==> config.mk <==
export PLATFORM = sky130hd
export DESIGN_NAME = lram_port_ctrl
export DESIGN_NICKNAME = d
export VERILOG_FILES = /design/src/rtl/lram_port_ctrl.sv
export SDC_FILE = /design/constraint.sdc
export NUM_CORES = 1
export LEC_CHECK = 0
export CAP_MARGIN = 30
export CORE_ASPECT_RATIO = 0.7
export CORE_UTILIZATION = 45
export CTS_BUF_LIST = sky130_fd_sc_hd__clkbuf_8
export CTS_CLUSTER_DIAMETER = 200
export CTS_CLUSTER_SIZE = 30
export DETAILED_ROUTE_END_ITERATION = 16
export GPL_ROUTABILITY_DRIVEN = 0
export GPL_TIMING_DRIVEN = 0
export PLACE_DENSITY = 0.73
export SYNTH_ARGS = -nofsm -noshare
export SYNTH_HDL_FRONTEND = slang
export SYNTH_SLANG_ARGS = --single-unit
export TNS_END_PERCENT = 100
==> constraint.sdc <==
create_clock -name clk -period 10.5 [get_ports clk]
set_input_delay 3.15 -clock clk [delete_from_list [all_inputs] [get_ports clk]]
set_output_delay 3.15 -clock clk [all_outputs]
set_load 0.1 [all_outputs]
==> src/rtl/lram_port_ctrl.sv <==
// lram_port_ctrl: valid/ready request port to LRAM strobes, in-order read data via credit-limited response FIFO.
// Define LRAM_PORT_CTRL_CLEAR_EN to zero-fill every LRAM word after reset before accepting requests.
module lram_port_ctrl #(
   parameter int ADDR_W    = 14,
   parameter int DATA_W    = 32,
   parameter int RD_LAT    = 2,
   parameter int RSP_DEPTH = 4
) (
   input  logic                clk,
   input  logic                rst_n,
   input  logic                req_valid,
   output logic                req_ready,
   input  logic                req_we,
   input  logic [ADDR_W-1:0]   req_addr,
   input  logic [DATA_W-1:0]   req_wdata,
   input  logic [DATA_W/8-1:0] req_be,
   output logic                rsp_valid,
   input  logic                rsp_ready,
   output logic [DATA_W-1:0]   rsp_rdata,
   output logic                lram_ce,
   output logic                lram_we,
   output logic [ADDR_W-1:0]   lram_addr,
   output logic [DATA_W-1:0]   lram_din,
   output logic [DATA_W/8-1:0] lram_be,
   input  logic [DATA_W-1:0]   lram_dout,
   output logic                busy
);
   localparam int BE_W = DATA_W / 8;
   localparam int PW   = (RSP_DEPTH > 1) ? $clog2(RSP_DEPTH) : 1;
   localparam int CW   = PW + 1;
   localparam int FW   = PW + 2;

   if (RD_LAT < 1 || RD_LAT > 2) begin : g_bad_lat
      $error("RD_LAT must be 1 or 2");
   end

   typedef enum logic [1:0] {S_RESET, S_CLEAR, S_RUN} state_t;

   state_t              state_q, state_d;
   logic                lram_ce_q, lram_ce_d, lram_we_q, lram_we_d;
   logic [ADDR_W-1:0]   lram_addr_q, lram_addr_d;
   logic [DATA_W-1:0]   lram_din_q, lram_din_d;
   logic [BE_W-1:0]     lram_be_q, lram_be_d;
   logic [RD_LAT-1:0]   rd_pipe_q, rd_pipe_d;
   logic [CW-1:0]       cnt_q, cnt_d;
   logic [PW-1:0]       wr_ptr_q, wr_ptr_d, rd_ptr_q, rd_ptr_d;
   logic [DATA_W-1:0]   mem_q [RSP_DEPTH];
   logic [FW-1:0]       in_flight;
   logic                lram_rd, push, pop, accept;
`ifdef LRAM_PORT_CTRL_CLEAR_EN
   logic [ADDR_W-1:0]   clr_q, clr_d;
`endif

   assign lram_ce   = lram_ce_q;
   assign lram_we   = lram_we_q;
   assign lram_addr = lram_addr_q;
   assign lram_din  = lram_din_q;
   assign lram_be   = lram_be_q;
   assign busy      = state_q != S_RUN;
   assign rsp_valid = cnt_q != '0;
   assign rsp_rdata = rsp_valid ? mem_q[rd_ptr_q] : '0;

   always_comb begin
      lram_rd     = lram_ce_q & ~lram_we_q;
      pop         = rsp_valid & rsp_ready;
      push        = rd_pipe_q[RD_LAT-1];
      // Credit covers every read already issued to the LRAM but not yet consumed.
      in_flight   = FW'(cnt_q) + FW'(lram_rd) + FW'($countones(rd_pipe_q)) - FW'(pop);
      req_ready   = (state_q == S_RUN) && (in_flight < FW'(RSP_DEPTH));
      accept      = req_valid & req_ready;
      lram_ce_d   = accept;
      lram_we_d   = accept & req_we;
      lram_addr_d = accept ? req_addr : lram_addr_q;
      lram_din_d  = accept ? req_wdata : lram_din_q;
      lram_be_d   = accept ? (req_we ? req_be : '0) : lram_be_q;
      rd_pipe_d   = RD_LAT'({rd_pipe_q, lram_rd});
      cnt_d       = cnt_q + CW'(push) - CW'(pop);
      wr_ptr_d    = wr_ptr_q + PW'(push);
      rd_ptr_d    = rd_ptr_q + PW'(pop);
      state_d     = state_q;
`ifdef LRAM_PORT_CTRL_CLEAR_EN
      clr_d       = clr_q;
      if (state_q == S_RESET) state_d = S_CLEAR;
      if (state_q == S_CLEAR) begin
         lram_ce_d   = 1'b1;
         lram_we_d   = 1'b1;
         lram_addr_d = clr_q;
         lram_din_d  = '0;
         lram_be_d   = '1;
         clr_d       = clr_q + 1'b1;
         state_d     = (&clr_q) ? S_RUN : S_CLEAR;
      end
`else
      if (state_q == S_RESET) state_d = S_RUN;
`endif
   end

   always_ff @(posedge clk) begin
      if (!rst_n) begin
         state_q     <= S_RESET;
         lram_ce_q   <= 1'b0;
         lram_we_q   <= 1'b0;
         lram_addr_q <= '0;
         lram_din_q  <= '0;
         lram_be_q   <= '0;
         rd_pipe_q   <= '0;
         cnt_q       <= '0;
         wr_ptr_q    <= '0;
         rd_ptr_q    <= '0;
`ifdef LRAM_PORT_CTRL_CLEAR_EN
         clr_q       <= '0;
`endif
      end else begin
         state_q     <= state_d;
         lram_ce_q   <= lram_ce_d;
         lram_we_q   <= lram_we_d;
         lram_addr_q <= lram_addr_d;
         lram_din_q  <= lram_din_d;
         lram_be_q   <= lram_be_d;
         rd_pipe_q   <= rd_pipe_d;
         cnt_q       <= cnt_d;
         wr_ptr_q    <= wr_ptr_d;
         rd_ptr_q    <= rd_ptr_d;
`ifdef LRAM_PORT_CTRL_CLEAR_EN
         clr_q       <= clr_d;
`endif
         if (push && !pop) assert (cnt_q < CW'(RSP_DEPTH));
      end
   end

   always_ff @(posedge clk) begin
      if (rst_n && push) mem_q[wr_ptr_q] <= lram_dout;
   end
endmodule

**Word level (Yosys, flattened, before mapping)**

Memory sizes are Yosys's and may differ from the RTL's. A register that Yosys moved wholly into a read port is not among the register bits.
Index checks and enable logic that the tools add are counted.

- Output and inout bits: 87
- Memories kept: 1
- Bits in writable memories: 128
- Input port bits: 87
- Bits in registers: 62

Memory list:

| name | words | width | rd ports | clocked after memory_dff | write ports | line | RTL |
|---|---|---|---|---|---|---|---|
| mem_q | 4 | 32 | 1 | 1 | 1 | 47 | `logic [DATA_W-1:0] mem_q [RSP_DEPTH];` |

- Magnitude comparators: 1
- $add $sub $neg: 8
- Bitwise gates (word level): 6
- Reductions and logical operators: 4
- Multiplexer cells: 5

Operators with widths:

| kind | number |
|---|---|
| two-way mux 32 bit | 1 |
| adder 2 x 1 -> 2 bit | 2 |
| adder 3 x 1 -> 4 bit | 1 |
| adder 4 x 2 -> 4 bit | 1 |
| bitwise AND 1 bit | 4 |
| < comparator 4 x 3 -> 1 bit, second input constant | 1 |
| two-way mux 4 bit | 1 |
| subtractor 4 x 1 -> 4 bit | 1 |
| adder 3 x 1 -> 3 bit | 1 |
| nonzero test 3 bit | 1 |
| subtractor 3 x 1 -> 3 bit | 1 |
| adder 1 x 1 -> 2 bit | 1 |
| logical AND 1 bit | 2 |
| zero test 2 bit | 1 |
| two-way mux 1 bit | 2 |
| two-way mux 2 bit | 1 |
| inverter 1 bit | 2 |

**Longest topological paths before layout**

- Word-level depth: 9
- Mapped depth: 13
- Depth with buffers taken out: 10

**Worst setup path after synthesis**

Ideal clock, no wire load.

- Kind: input to output
- From: input rsp_ready
- To: output req_ready
- Arrival: 5.617 ns
- Data required time: 7.350 ns
- Stages on the path: 7
- Buffers on the path: 0
- Setup slack: 1.733 ns
- Cells stage by stage: nand2_2 or2_2 ha_1 ha_1 a31oi_4 a21oi_1 nor2_1

- Longest elaborated chain between the ends: 4

Ends and longest elaborated chain:

| what | line | RTL |
|---|---|---|
| start, declared | 18 | `input logic rsp_ready,` |
| bitwise AND 1 bit | 65 | `pop = rsp_valid & rsp_ready;` |
| subtractor 4 x 1 -> 4 bit | 68 | `in_flight = FW'(cnt_q) + FW'(lram_rd) + FW'($countones(rd_pipe_q)) - FW'(pop);` |
| < comparator 4 x 3 -> 1 bit | 69 | `req_ready = (state_q == S_RUN) && (in_flight < FW'(RSP_DEPTH));` |
| logical AND 1 bit | 69 |  |
| end, declared | 12 | `output logic req_ready,` |

Every way passes these cells.

**Worst setup path after layout**

Ends and elaborated chain as after synthesis.

==> out/metrics.csv <==
stage,metric,value,unit
clock_network,clock tree from TritonCTS,done,
power,cell internal power dissipation,1.56,mW
routing,detailed-routing iteration count for the pre-antenna-repair pass,4,
layout,Nets,790,
setup_path,ordered list of cells on the worst path,clkdlybuf4s50_1 > nand2_2 > or2_2 > ha_1 > ha_1 > a31oi_4 > a21oi_1 > nor2_1 > clkdlybuf4s50_1,
placement,number of port buffers,172,
setup_path,worst setup path category,in2out,
floorplan,chip height,110,um
setup_path,Levels on crit path,9,
timing,pin slew with the least headroom to its limit,1.03,ns
global_routing,number of antenna violations at the first check in global routing,1,
clock_network,total number of H-tree levels,4,
power,Sw Ratio,48.3,%
layout,layout cells sized above 1,14.5,%
setup_path,Critical Path AT,6.23,ns
setup_path,capture point of the worst reg-to-reg path,lram_be[1],
floorplan,core area,0.0163,sq mm
synthesis,mean instance size in the synthesized netlist,15.3,sq um
worst_hold_path,path category of the worst min-delay check,reg2reg,
clock_network,worst skew pair latency,0.46,ns
layout,layout overhead on the synthesized area,35.5,%
synthesis,fraction of post-synthesis cell area in the top cell type by area,51.0,%
power,Leakage,3.80,nW
setup_path,Worst setup endpoint,req_ready,
power,Clk network pwr share,16.4,%
timing,number of slew-limit violations in the final report,0,
global_routing,maximum number of pins on one net before global-route repair,20,
routing,DR WL/cell,17.6,um
floorplan,die footprint,0.0173,sq mm
timing,setup repair after global routing missed its margin,no,
setup_path,library cell contributing the largest single delay on the critical path,sky130_fd_sc_hd__clkdlybuf4s50_1,
synthesis,main area contributors after synthesis,"sky130_fd_sc_hd__edfxtp_1 51%, sky130_fd_sc_hd__dfxtp_1 16%, sky130_fd_sc_hd__mux4_2 9.6%",
setup_path,worst path required time,7.35,ns
floorplan,Initial Util,46.1,%
global_routing,GRT Total Usage,19.8,%
synthesis,Synth warnings,0,
power,worst voltage drop across the vdd grid,0.209,mV
setup_path,buffering stage count on the worst path with inverters included,2,
clock_network,CTS buffer count,17,
clock_network,largest buffer count on any clock path,2,
timing,Finish-stage setup viols,0,
timing,setup TNS after final layout,0,ns
timing,period utilisation layout,89.3,%
power,power share of the combinational group,54.1,%
timing,time the worst path needs with I/O delays and setup,9.38,ns
clock_network,clock sinks,190,
global_routing,first-pass GRT wire length,25200,um
setup_path,critical-path maximum fanout,5,
power,proportion of power drawn by flip-flops and latches,29.5,%
floorplan,width of the chip,157,um
routing,total via count after detailed routing,4650,
setup_path,Worst R2R Setup Slack,7.44,ns
power,total power density per cell area,295,mW/mm^2
timing,Setup Skew,0.0149,ns
timing,worst rel slew slack,31.4,%
timing,min setup slack post-route,1.12,ns
synthesis,share of the yosys chip area belonging to registers,67.5,%
synthesis,Post-Synthesis Net Count,586,
setup_path,largest stage delay on the critical path,1.15,ns
clock_network,total of hold buffers inserted after clock tree synthesis,0,
layout,"commonest cells after routing, fill and taps aside","172 x sky130_fd_sc_hd__clkdlybuf4s50_1, 128 x sky130_fd_sc_hd__edfxtp_1, 102 x sky130_fd_sc_hd__nand2_1",
clock_network,root cell of the clock tree,sky130_fd_sc_hd__clkbuf_8,
setup_path,capturing element type of the critical path,output port,
synthesis,number of instances in the synthesized netlist,491,
setup_path,launching element type of the critical path,input port,
global_routing,number of global-route vias before repair,4947,
timing,number of failing hold endpoints at the final stage,0,
outcome,outcome,finished clean,
layout,"most common cell after layout, fill and taps aside",sky130_fd_sc_hd__clkdlybuf4s50_1,
routing,remaining antenna violation count after routing,0,
setup_path,kind of cell with the highest combined delay on the critical path,buffers and inverters,
setup_path,Worst R2R Start,cnt_q[0],
run,number of maximum-capacitance violations,0,
power,Overall Power,3.01,mW
routing,Avg Vias per Cell,4.98,
global_routing,residual overflow from global routing,0,
synthesis,Syn Std Cell Area,0.00754,sq mm
placement,Post-DP HPWL,11700,um
synthesis,count of different cell masters after synthesis,29,
placement,Post-Place Worst Slack,1.11,ns
setup_path,CP Launch Point,rsp_ready,
synthesis,post-synthesis cell type with the largest combined area,sky130_fd_sc_hd__edfxtp_1,
timing,highest attainable clock frequency,0.107,GHz
routing,DRC violation count after routing,0,
clock_network,# Post-CTS Setup Buffers,0,
routing,total length of routed wires,16400,um
clock_network,cts repair resizes,0,
power,net switching power,1.46,mW
floorplan,Rows,39,
setup_path,Worst Reg-to-Reg Cells,13,
synthesis,Seq cells post-synth,190,
clock_network,"Clk pin slew, worst setup/hold paths",0.10,ns
floorplan,IO Count,174,
routing,number of violations reported at the end of detailed-routing iteration 0,223,
==> worst reg2reg max path: stages (launching register included) <==
cell	delay, ns
sky130_fd_sc_hd__dfxtp_1	0.37
sky130_fd_sc_hd__or3_1	0.37
sky130_fd_sc_hd__buf_2	0.18
sky130_fd_sc_hd__nand2_2	0.13
sky130_fd_sc_hd__or2_2	0.13
sky130_fd_sc_hd__nand2_1	0.06
sky130_fd_sc_hd__fa_1	0.39
sky130_fd_sc_hd__ha_1	0.32
sky130_fd_sc_hd__a31oi_4	0.20
sky130_fd_sc_hd__nor3_2	0.08
sky130_fd_sc_hd__a41oi_2	0.17
sky130_fd_sc_hd__buf_6	0.21
sky130_fd_sc_hd__buf_12	0.17
sky130_fd_sc_hd__mux2i_1	0.20
==> worst min path at each step <==
stage                              from             to  slack [ns]  cells past startpoint
after CTS                  lram_din[17]   lram_din[17]        0.47                      2
after detailed placement     lram_be[2]     lram_be[2]        0.45                      2
final                      lram_din[17]   lram_din[17]        0.46                      2
after global routing        lram_din[4]    lram_din[4]        0.49                      2
after global placement    lram_addr[11]  lram_addr[11]        0.45                      2
after floorplan            rd_pipe_q[0]   rd_pipe_q[1]        0.51                      1
==> through the flow <==
stage               hold WS (ns)  util [%]  cell area (sq um)  cells
floorplan                  0.511         -               7540    491
global placement           0.447      58.4               9540    888
detailed placement         0.455      59.5               9730    898
CTS                        0.466      62.0              10100    930
global route               0.494      62.5              10200    933
finish                     0.465      62.5              10200    934
==> flip-flops by register name (all words and copies together), names as in the netlist <==
signal	count
cnt_q	3
lram_addr	14
lram_be	4
lram_ce	1
lram_din	32
lram_we	1
mem_q	128
rd_pipe_q	2
rd_ptr_q	2
state_q	1
wr_ptr_q	2
==> layout make-up <==
type	instances	area [sq um]
Fill cell	1185	6130
Sequential cell	190	5080
Multi-Input combinational cell	263	2210
Timing Repair Buffer	185	1970
Tap cell	225	282
Buffer	32	245
Clock buffer	17	234
Clock inverter	15	170
Inverter	6	22.5
Antenna cell	1	2.50
==> kinds of logic (layout without fill, tap and decap cells) <==
family	Yosys count	after routing	synth area share (%)
flip-flops	190	190	67.5
AND/OR/NAND/NOR	164	164	9.96
multiplexers	83	83	16.3
buffers and inverters	38	255	3.55
adder cells (fa/ha/maj)	8	8	1.53
XOR/XNOR	5	5	0.581
AO/OA/AOI/OAI	3	3	0.564
other	0	1	0
==> power by group through the flow <==
stage | registers (mW) | logic [mW] | clock network [mW]
5_1_grt | 0.897 | 1.70 | 0.534
3_5_place_dp | 0.904 | 1.62 | 0
6_report | 0.889 | 1.63 | 0.493
2_1_floorplan | 1.23 | 0.920 | 0
3_3_place_gp | 0.901 | 1.59 | 0
4_1_cts | 0.889 | 1.63 | 0.505
==> synthesized netlist by cell type (all sizes together) <==
library cell and instances:
or2 1, dfxtp 62, a31oi 1, inv 6, nand2 103, or3 1
nor3 3, buf 16, xor2 3, mux4 32, mux2i 51, nand3 6
fa 2, ha 6, clkbuf 16, a21oi 1, xnor2 2, and2b 1
nor2b 2, and2 40, edfxtp 128, nor2 7, a41oi 1
==> layer usage <==
layer | share of wire [%] | GRT usage, % | up-vias
li1 | - | - | 2174
met1 | 42 | 23.4 | 2308
met2 | 48 | 32.7 | 143
met3 | 7.9 | 8.25 | 25
met4 | 1.5 | 7.14 | 0
met5 | 0 | 0 | -
No activity file was read; power rests on OpenSTA's default activity.
